`src/rtl/tohost_monitor_if.sv`:
```
// Uncached MMIO write channel between the DUT and the tohost monitor:
// a request/acknowledge pair with one write outstanding at a time.
interface tohost_monitor_if #(
  parameter int ADDR_W = 32
);
  logic              io_req_valid;
  logic              io_req_ready;
  logic [ADDR_W-1:0] io_req_addr;
  logic [63:0]       io_req_data;
  logic [7:0]        io_req_mask;
  logic              io_resp_valid;
  logic              io_resp_ready;

  modport master (
    output io_req_valid, io_req_addr, io_req_data, io_req_mask, io_resp_ready,
    input  io_req_ready, io_resp_valid
  );

  modport slave (
    input  io_req_valid, io_req_addr, io_req_data, io_req_mask, io_resp_ready,
    output io_req_ready, io_resp_valid
  );
endinterface

```
`src/rtl/tohost_monitor.sv`:
```
// Decodes riscv-tests tohost writes into sticky pass/fail flags and runs a
// forward-progress watchdog that converts a hung DUT into a coded failure.
module tohost_monitor #(
  parameter int                ADDR_W      = 32,
  parameter logic [ADDR_W-1:0] TOHOST_ADDR = ADDR_W'(32'h8000_1000),
  parameter int                WD_W        = 32
) (
  input  logic                clock,
  input  logic                reset,
  tohost_monitor_if.slave     bus,
  input  logic                io_commit,
  input  logic [WD_W-1:0]     io_wd_limit,
  output logic                io_success,
  output logic                io_failure,
  output logic [31:0]         io_fail_code
);

  typedef enum logic [1:0] {S_RUN, S_RESP, S_PASS, S_FAIL} state_e;

  state_e          state_q, state_d;
  logic            pend_q, pend_d;
  logic [63:0]     tohost_q, tohost_d;
  logic [WD_W-1:0] wd_q, wd_d;
  logic            success_q, success_d;
  logic            failure_q, failure_d;
  logic [31:0]     fail_code_q, fail_code_d;
  logic            req_ready_q, req_ready_d;
  logic            resp_valid_q, resp_valid_d;

  logic [63:0]     merged;
  logic [WD_W:0]   wd_inc;
  logic            accept, ack_done, hit, decide, expire, terminal_d;

  always_comb begin
    state_d     = state_q;
    pend_d      = pend_q;
    tohost_d    = tohost_q;
    wd_d        = wd_q;
    success_d   = success_q;
    failure_d   = failure_q;
    fail_code_d = fail_code_q;

    merged = tohost_q;
    for (int b = 0; b < 8; b++) begin
      if (bus.io_req_mask[b]) merged[8*b +: 8] = bus.io_req_data[8*b +: 8];
    end

    accept   = bus.io_req_valid && req_ready_q;
    ack_done = resp_valid_q && bus.io_resp_ready;
    hit      = (bus.io_req_addr == TOHOST_ADDR);
    decide   = accept && hit && bus.io_req_mask[0] && merged[0];
    wd_inc   = {1'b0, wd_q} + (WD_W+1)'(1);
    expire   = (io_wd_limit != '0) && !io_commit && (wd_inc >= {1'b0, io_wd_limit});

    unique case (state_q)
      S_RUN, S_RESP: begin
        if (io_commit)        wd_d = '0;
        else if (!wd_inc[WD_W]) wd_d = wd_inc[WD_W-1:0];
        if (accept && hit) tohost_d = merged;

        // A tohost decision outranks a watchdog expiry in the same cycle.
        if (decide) begin
          pend_d = 1'b1;
          if (merged == 64'd1) begin
            state_d   = S_PASS;
            success_d = 1'b1;
          end else begin
            state_d     = S_FAIL;
            failure_d   = 1'b1;
            fail_code_d = merged[32:1];
          end
        end else if (expire) begin
          state_d     = S_FAIL;
          failure_d   = 1'b1;
          fail_code_d = 32'hFFFF_FFFF;
          pend_d      = accept || ((state_q == S_RESP) && !ack_done);
        end else if (accept) begin
          state_d = S_RESP;
        end else if ((state_q == S_RESP) && ack_done) begin
          state_d = S_RUN;
        end
      end
      default: begin
        // Terminal: keep acknowledging traffic, everything else frozen.
        if (pend_q) begin
          if (ack_done) pend_d = 1'b0;
        end else if (accept) begin
          pend_d = 1'b1;
        end
      end
    endcase

    terminal_d   = (state_d == S_PASS) || (state_d == S_FAIL);
    req_ready_d  = (state_d == S_RUN) || (terminal_d && !pend_d);
    resp_valid_d = (state_d == S_RESP) || (terminal_d && pend_d);
  end

  always_ff @(posedge clock or negedge reset) begin
    if (!reset) begin
      state_q      <= S_RUN;
      pend_q       <= 1'b0;
      tohost_q     <= '0;
      wd_q         <= '0;
      success_q    <= 1'b0;
      failure_q    <= 1'b0;
      fail_code_q  <= '0;
      req_ready_q  <= 1'b1;
      resp_valid_q <= 1'b0;
    end else begin
      state_q      <= state_d;
      pend_q       <= pend_d;
      tohost_q     <= tohost_d;
      wd_q         <= wd_d;
      success_q    <= success_d;
      failure_q    <= failure_d;
      fail_code_q  <= fail_code_d;
      req_ready_q  <= req_ready_d;
      resp_valid_q <= resp_valid_d;
    end
  end

  assign bus.io_req_ready  = req_ready_q;
  assign bus.io_resp_valid = resp_valid_q;
  assign io_success        = success_q;
  assign io_failure        = failure_q;
  assign io_fail_code      = fail_code_q;

endmodule
```
`src/flat_wrapper.sv`:
```
// flat-port wrapper written by rule: the top's interface ports become plain ports
module tohost_monitor_flat 
#(
  parameter int                ADDR_W      = 32,
  parameter logic [ADDR_W-1:0] TOHOST_ADDR = ADDR_W'(32'h8000_1000),
  parameter int                WD_W        = 32
)
  (clock, reset, io_commit, io_wd_limit, io_success, io_failure, io_fail_code, bus_io_req_valid, bus_io_req_addr, bus_io_req_data, bus_io_req_mask, bus_io_resp_ready, bus_io_req_ready, bus_io_resp_valid);
  tohost_monitor_if #(.ADDR_W(ADDR_W)) bus_i ();
  input  logic clock;
  input  logic reset;
  input  logic io_commit;
  input  logic [WD_W-1:0] io_wd_limit;
  output logic io_success;
  output logic io_failure;
  output logic [31:0] io_fail_code;
  input wire logic [$bits(bus_i.io_req_valid)-1:0] bus_io_req_valid;
  input wire logic [$bits(bus_i.io_req_addr)-1:0] bus_io_req_addr;
  input wire logic [$bits(bus_i.io_req_data)-1:0] bus_io_req_data;
  input wire logic [$bits(bus_i.io_req_mask)-1:0] bus_io_req_mask;
  input wire logic [$bits(bus_i.io_resp_ready)-1:0] bus_io_resp_ready;
  output wire logic [$bits(bus_i.io_req_ready)-1:0] bus_io_req_ready;
  output wire logic [$bits(bus_i.io_resp_valid)-1:0] bus_io_resp_valid;
  assign bus_i.io_req_valid = bus_io_req_valid;
  assign bus_i.io_req_addr = bus_io_req_addr;
  assign bus_i.io_req_data = bus_io_req_data;
  assign bus_i.io_req_mask = bus_io_req_mask;
  assign bus_i.io_resp_ready = bus_io_resp_ready;
  assign bus_io_req_ready = bus_i.io_req_ready;
  assign bus_io_resp_valid = bus_i.io_resp_valid;
  tohost_monitor #(.ADDR_W(ADDR_W), .TOHOST_ADDR(TOHOST_ADDR), .WD_W(WD_W)) u_core (.clock(clock), .reset(reset), .bus(bus_i), .io_commit(io_commit), .io_wd_limit(io_wd_limit), .io_success(io_success), .io_failure(io_failure), .io_fail_code(io_fail_code));
endmodule
```
`config.mk`:
```
export PLATFORM = sky130hd
export DESIGN_NAME = tohost_monitor_flat
export DESIGN_NICKNAME = d
export VERILOG_FILES = /design/src/rtl/tohost_monitor_if.sv /design/src/rtl/tohost_monitor.sv /design/src/flat_wrapper.sv
export SDC_FILE = /design/constraint.sdc
export NUM_CORES = 1
export LEC_CHECK = 0
export BUFFER_PORTS_ARGS = -buffer_cell sky130_fd_sc_hd__buf_4
export CAP_MARGIN = 40
export CORE_UTILIZATION = 50
export DETAILED_ROUTE_END_ITERATION = 16
export GPL_TIMING_DRIVEN = 0
export PLACE_DENSITY_LB_ADDON = 0.05
export RECOVER_POWER = 50
export SKIP_CTS_REPAIR_TIMING = 1
export SLEW_MARGIN = 20
export SYNTH_ARGS = -nofsm -noshare
export SYNTH_HDL_FRONTEND = slang
export SYNTH_SLANG_ARGS = --single-unit
```
`constraint.sdc`:
```
create_clock -name clock -period 3.68 [get_ports clock]
set_input_delay 0.368 -clock clock [delete_from_list [all_inputs] [get_ports clock]]
set_output_delay 0.368 -clock clock [all_outputs]
set_load 0.01 [all_outputs]
```
==> results.md <==
- Pin count of the biggest net entering global routing: a little under 80
- Net count after synthesis: 957
- Number of enable flip-flop cells after synthesis: 0
- Worst IR Drop VDD: 352.9 µV
- Filler Cell Count: approximately 1200
- # port buffers: between 150 and 200
- Longest individual stage delay on the worst path: approximately 0.42 ns
- CTS tree: done
- Post-route cell area: around 11000 µm²
- Insertion delay of the later-clocked pin in the worst-skew pair: about 0.42 ns
- Library cell occupying the most area in the post-synthesis netlist: dfrtp_1
- Yosys warning count: 0
- Most frequent standard cell in the layout excluding fill and tap cells: buf_4
- Post-synth top area share: a little over two fifths
- WP data required: approximately 4.0 ns
- Count of state elements after synthesis: roughly 140
- Status: completed
- Routed Antenna Nets: 0
- Routed vias/inst: just under 6
- Average footprint of a synthesized cell: 10.26 µm²
- Final count of negative-setup-slack endpoints: 0
- Iteration-0 DRC count of the detailed router: ~480
- Critical Path Source Type: register
- Total overflow reported by the global router: 0
- Initial antenna violation count: 0
- Worst clock skew on the final layout: 0.009207 ns
- Area share of xor/xnor cells in the synthesized design: between 3 and 4%
- Most area-consuming cells after synthesis: dfrtp_1, mux2_2, ha_1
- Number of levels in the clock H-tree: 4
- Total placed instance area: just under 10000 µm²
- Synth Area in Compound Gates: ~14%
- Cell at the root of the clock tree: clkbuf_16
- Min Tclk post-route: around 3.6 ns
- Max Slew Vio Count: 0
- Post-synthesis adder-cell area fraction: under 10%
- Highest-delay cell along the critical path: dfrtp_2
- Multiplexer share of the synthesized area: 13.93%
- Capturing element type of the critical path: register
- Total clock sinks: around 140
- Critical path's most frequent cell: nand4_1
- Number of global-route vias before repair: ~7000
- First-pass GRT wire length: roughly 35 mm
- Critical-path cell list: ha_4 > nand4_1 > nor2_2 > and3_4 > and3_1 > xnor2_1 > inv_1 > ha_1 > nand4_1 > nor4_4 > buf_4 > a41oi_2 > nand3_2 > o31ai_2 > buf_6 > clkbuf_16 > a22oi_2
- Final worst slack: 0.06454 ns
- Cell row count: 45
- Layout overhead on the synthesized area: 33.80%
- Maximum clock frequency: approximately 0.28 GHz
- Vertical extent of the die: roughly 130 µm
- Period Utilization, post-route: between 90% and 100%
- # diodes: 0
- Largest fanout on the critical path: 8
- Post-Place Worst Slack: -0.7559 ns
- Vias: roughly 7100
- Number of search-and-repair iterations in the first detailed-routing pass: 5
- Startpoint-to-endpoint class of the critical path: register to register
- Total I/O pin count: between 150 and 200
- Number of instances in the synthesized netlist: ~800
- DPL Wire Length: 17.18 mm
- Tightest Hold Check Type: input port to register
- Horizontal die dimension: 128.8 µm
- Headroom to the max-slew limit: just over 2%
- Transition at the pin with the smallest max-transition slack: roughly 1.5 ns
- CTS clk-pin slew, worst paths: roughly 0.060 ns
- WL final: 23.17 mm
- Post-synth design cell area: ~8000 µm²
- GRT Util Overall: 28.03%
- Sequential fraction of the synthesis area: a little over two fifths
- # DRC: 0
- Signal arrival time at the worst endpoint: 3.90 ns
- Number of different library cells in the post-synthesis netlist: 62
- Placeable core region: ~15000 µm²
- Weighted congestion reported at the end of routability-driven placement: slightly above 0.9
- Leak pwr: 5.205 nW
- Final #Nets: between 1000 and 1500
- Clk buf depth: 2
- Commonest register cell after synthesis: dfrtp_1
- Count of final hold-check violations: 0
- Number of clock buffers inserted by TritonCTS: 17
- Routed len/inst: approximately 19 µm
- Max_cap viols: 0
- Simple logic cell fraction of the synthesized area: between 10% and 20%
- Starting density of the core: a little over half
- Largest family of logic cells by synthesized area: simple AND/OR/NAND/NOR gates
- Die Outline Area: 16580 µm²
- Proportion of layout cells with a drive suffix above 1: 38.48%
- Ratio of total power to cell area: around 450 nW/µm²
- Commonest cells after routing, fill and taps aside: buf_4, dfrtp_1, nand2_1
- Share of flip-flops with an asynchronous set or reset after synthesis: 100.0%
==> metal layers <==
layer / GRT usage [%] / vias up / routed length (µm)
li1: - / 3333 / -
met1: 34.47 / 3511 / 9608
met2: 47.28 / 247 / 11760
met3: 4.491 / 58 / 1025
met4: 15.29 / 0 / 775
met5: 0 / - / 0
==> power breakdown <==
group          internal [mW]  switching, mW  total, mW
logic                  0.516          0.611       1.13
registers               1.64          0.142       1.78
clock network           1.26          0.651       1.91
total                   3.42           1.40       4.82
==> worst paths after layout <==
check	cells after the start	end	start	slack, ns
worst max-delay path	17	u_core.io_fail_code[11]$_DFFE_PN0P_	u_core.wd_q[1]$_DFFE_PN0P_	0.06
worst min-delay path	2	u_core.tohost_q[51]$_DFFE_PN0P_	bus_io_req_data[51]	0.19
worst max register to register	17	u_core.io_fail_code[11]$_DFFE_PN0P_	u_core.wd_q[1]$_DFFE_PN0P_	0.06
worst min register to register	1	u_core.tohost_q[45]$_DFFE_PN0P_	u_core.tohost_q[45]$_DFFE_PN0P_	0.50
max in group asynchronous	3	u_core.tohost_q[27]$_DFFE_PN0P_	reset	0.94
min in group asynchronous	2	u_core.tohost_q[40]$_DFFE_PN0P_	reset	0.84
==> sequential cells by signal, indices dropped and copies added (netlist names), named ones only <==
name	flops
u_core.pend_q	1
u_core.tohost_q	64
u_core.bus.io_resp_valid	1
u_core.state_q	1
u_core.bus.io_req_ready	1
u_core.io_failure	1
u_core.io_fail_code	32
u_core.wd_q	32
u_core.io_success	1
==> kinds of logic (layout without fill, tap and decap cells) <==
| family | after synthesis | after routing |
|---|---|---|
| xor+xnor | 29 | 29 |
| simple gates | 240 | 240 |
| fa+ha+maj | 33 | 33 |
| mux | 104 | 104 |
| flops | 135 | 135 |
| buf+inv | 80 | 308 |
| compound gates | 162 | 162 |
==> worst max-delay path, delay by kind of cell, from the launching register on <==
family                   cells  cell delay (ns)
AND/OR/NAND/NOR              7             1.23
buffers and inverters        4             0.62
AO/OA/AOI/OAI                3             0.57
adder cells (fa/ha/maj)      2             0.47
flip-flops                   1             0.42
XOR/XNOR                     1             0.15
==> Yosys cell counts (4+ instances only) <==
cell type	n
dfrtp_1	134
nand2_1	72
mux2_2	63
inv_1	42
mux2i_1	41
a22oi_1	37
ha_1	33
a21oi_2	29
nor3_1	28
nand4_1	27
o21ai_0	26
a21oi_1	23
nor2_1	23
nor4_1	23
buf_2	19
xnor2_1	15
xor2_1	14
nand3_1	13
nor3b_1	10
clkbuf_1	9
and3_1	6
and4_1	6
o22ai_1	6
a211oi_1	5
buf_4	5
o21bai_1	5
or4_1	5
a22o_1	4
buf_6	4
nor4_2	4
o31ai_1	4
==> area by class of cell <==
cell class              count  area (µm²)  share of cell area, %
multi-input cells         568        4553                  42.34
flip-flops and latches    135        3386                  31.49
repair buffers            196        1471                  13.68
clock buffers              21       470.5                  4.375
well taps                 211       264.0                  2.455
plain buffers              38       256.5                  2.385
clock inverters            11       193.9                  1.804
inverters                  42       157.7                  1.466
==> per-stage QoR <==
| step | utilization, % | hold WS, ns | total power [mW] | cells | TNS (ns) |
|---|---|---|---|---|---|
| global route | 69.70 | 0.1823 | 5.028 | 1222 | -2.434 |
| finish | 69.70 | 0.1878 | 4.821 | 1222 | 0 |
| floorplan | - | 0.07241 | 2.367 | 783 | 0 |
| detailed placement | 62.43 | 0.3287 | 2.865 | 1167 | -22.32 |
| global placement | 62.21 | 0.4595 | 2.815 | 1166 | -21.15 |
| CTS | 66.74 | -0.1195 | 4.772 | 1199 | -24.35 |
No activity file was read; power rests on OpenSTA's default activity.
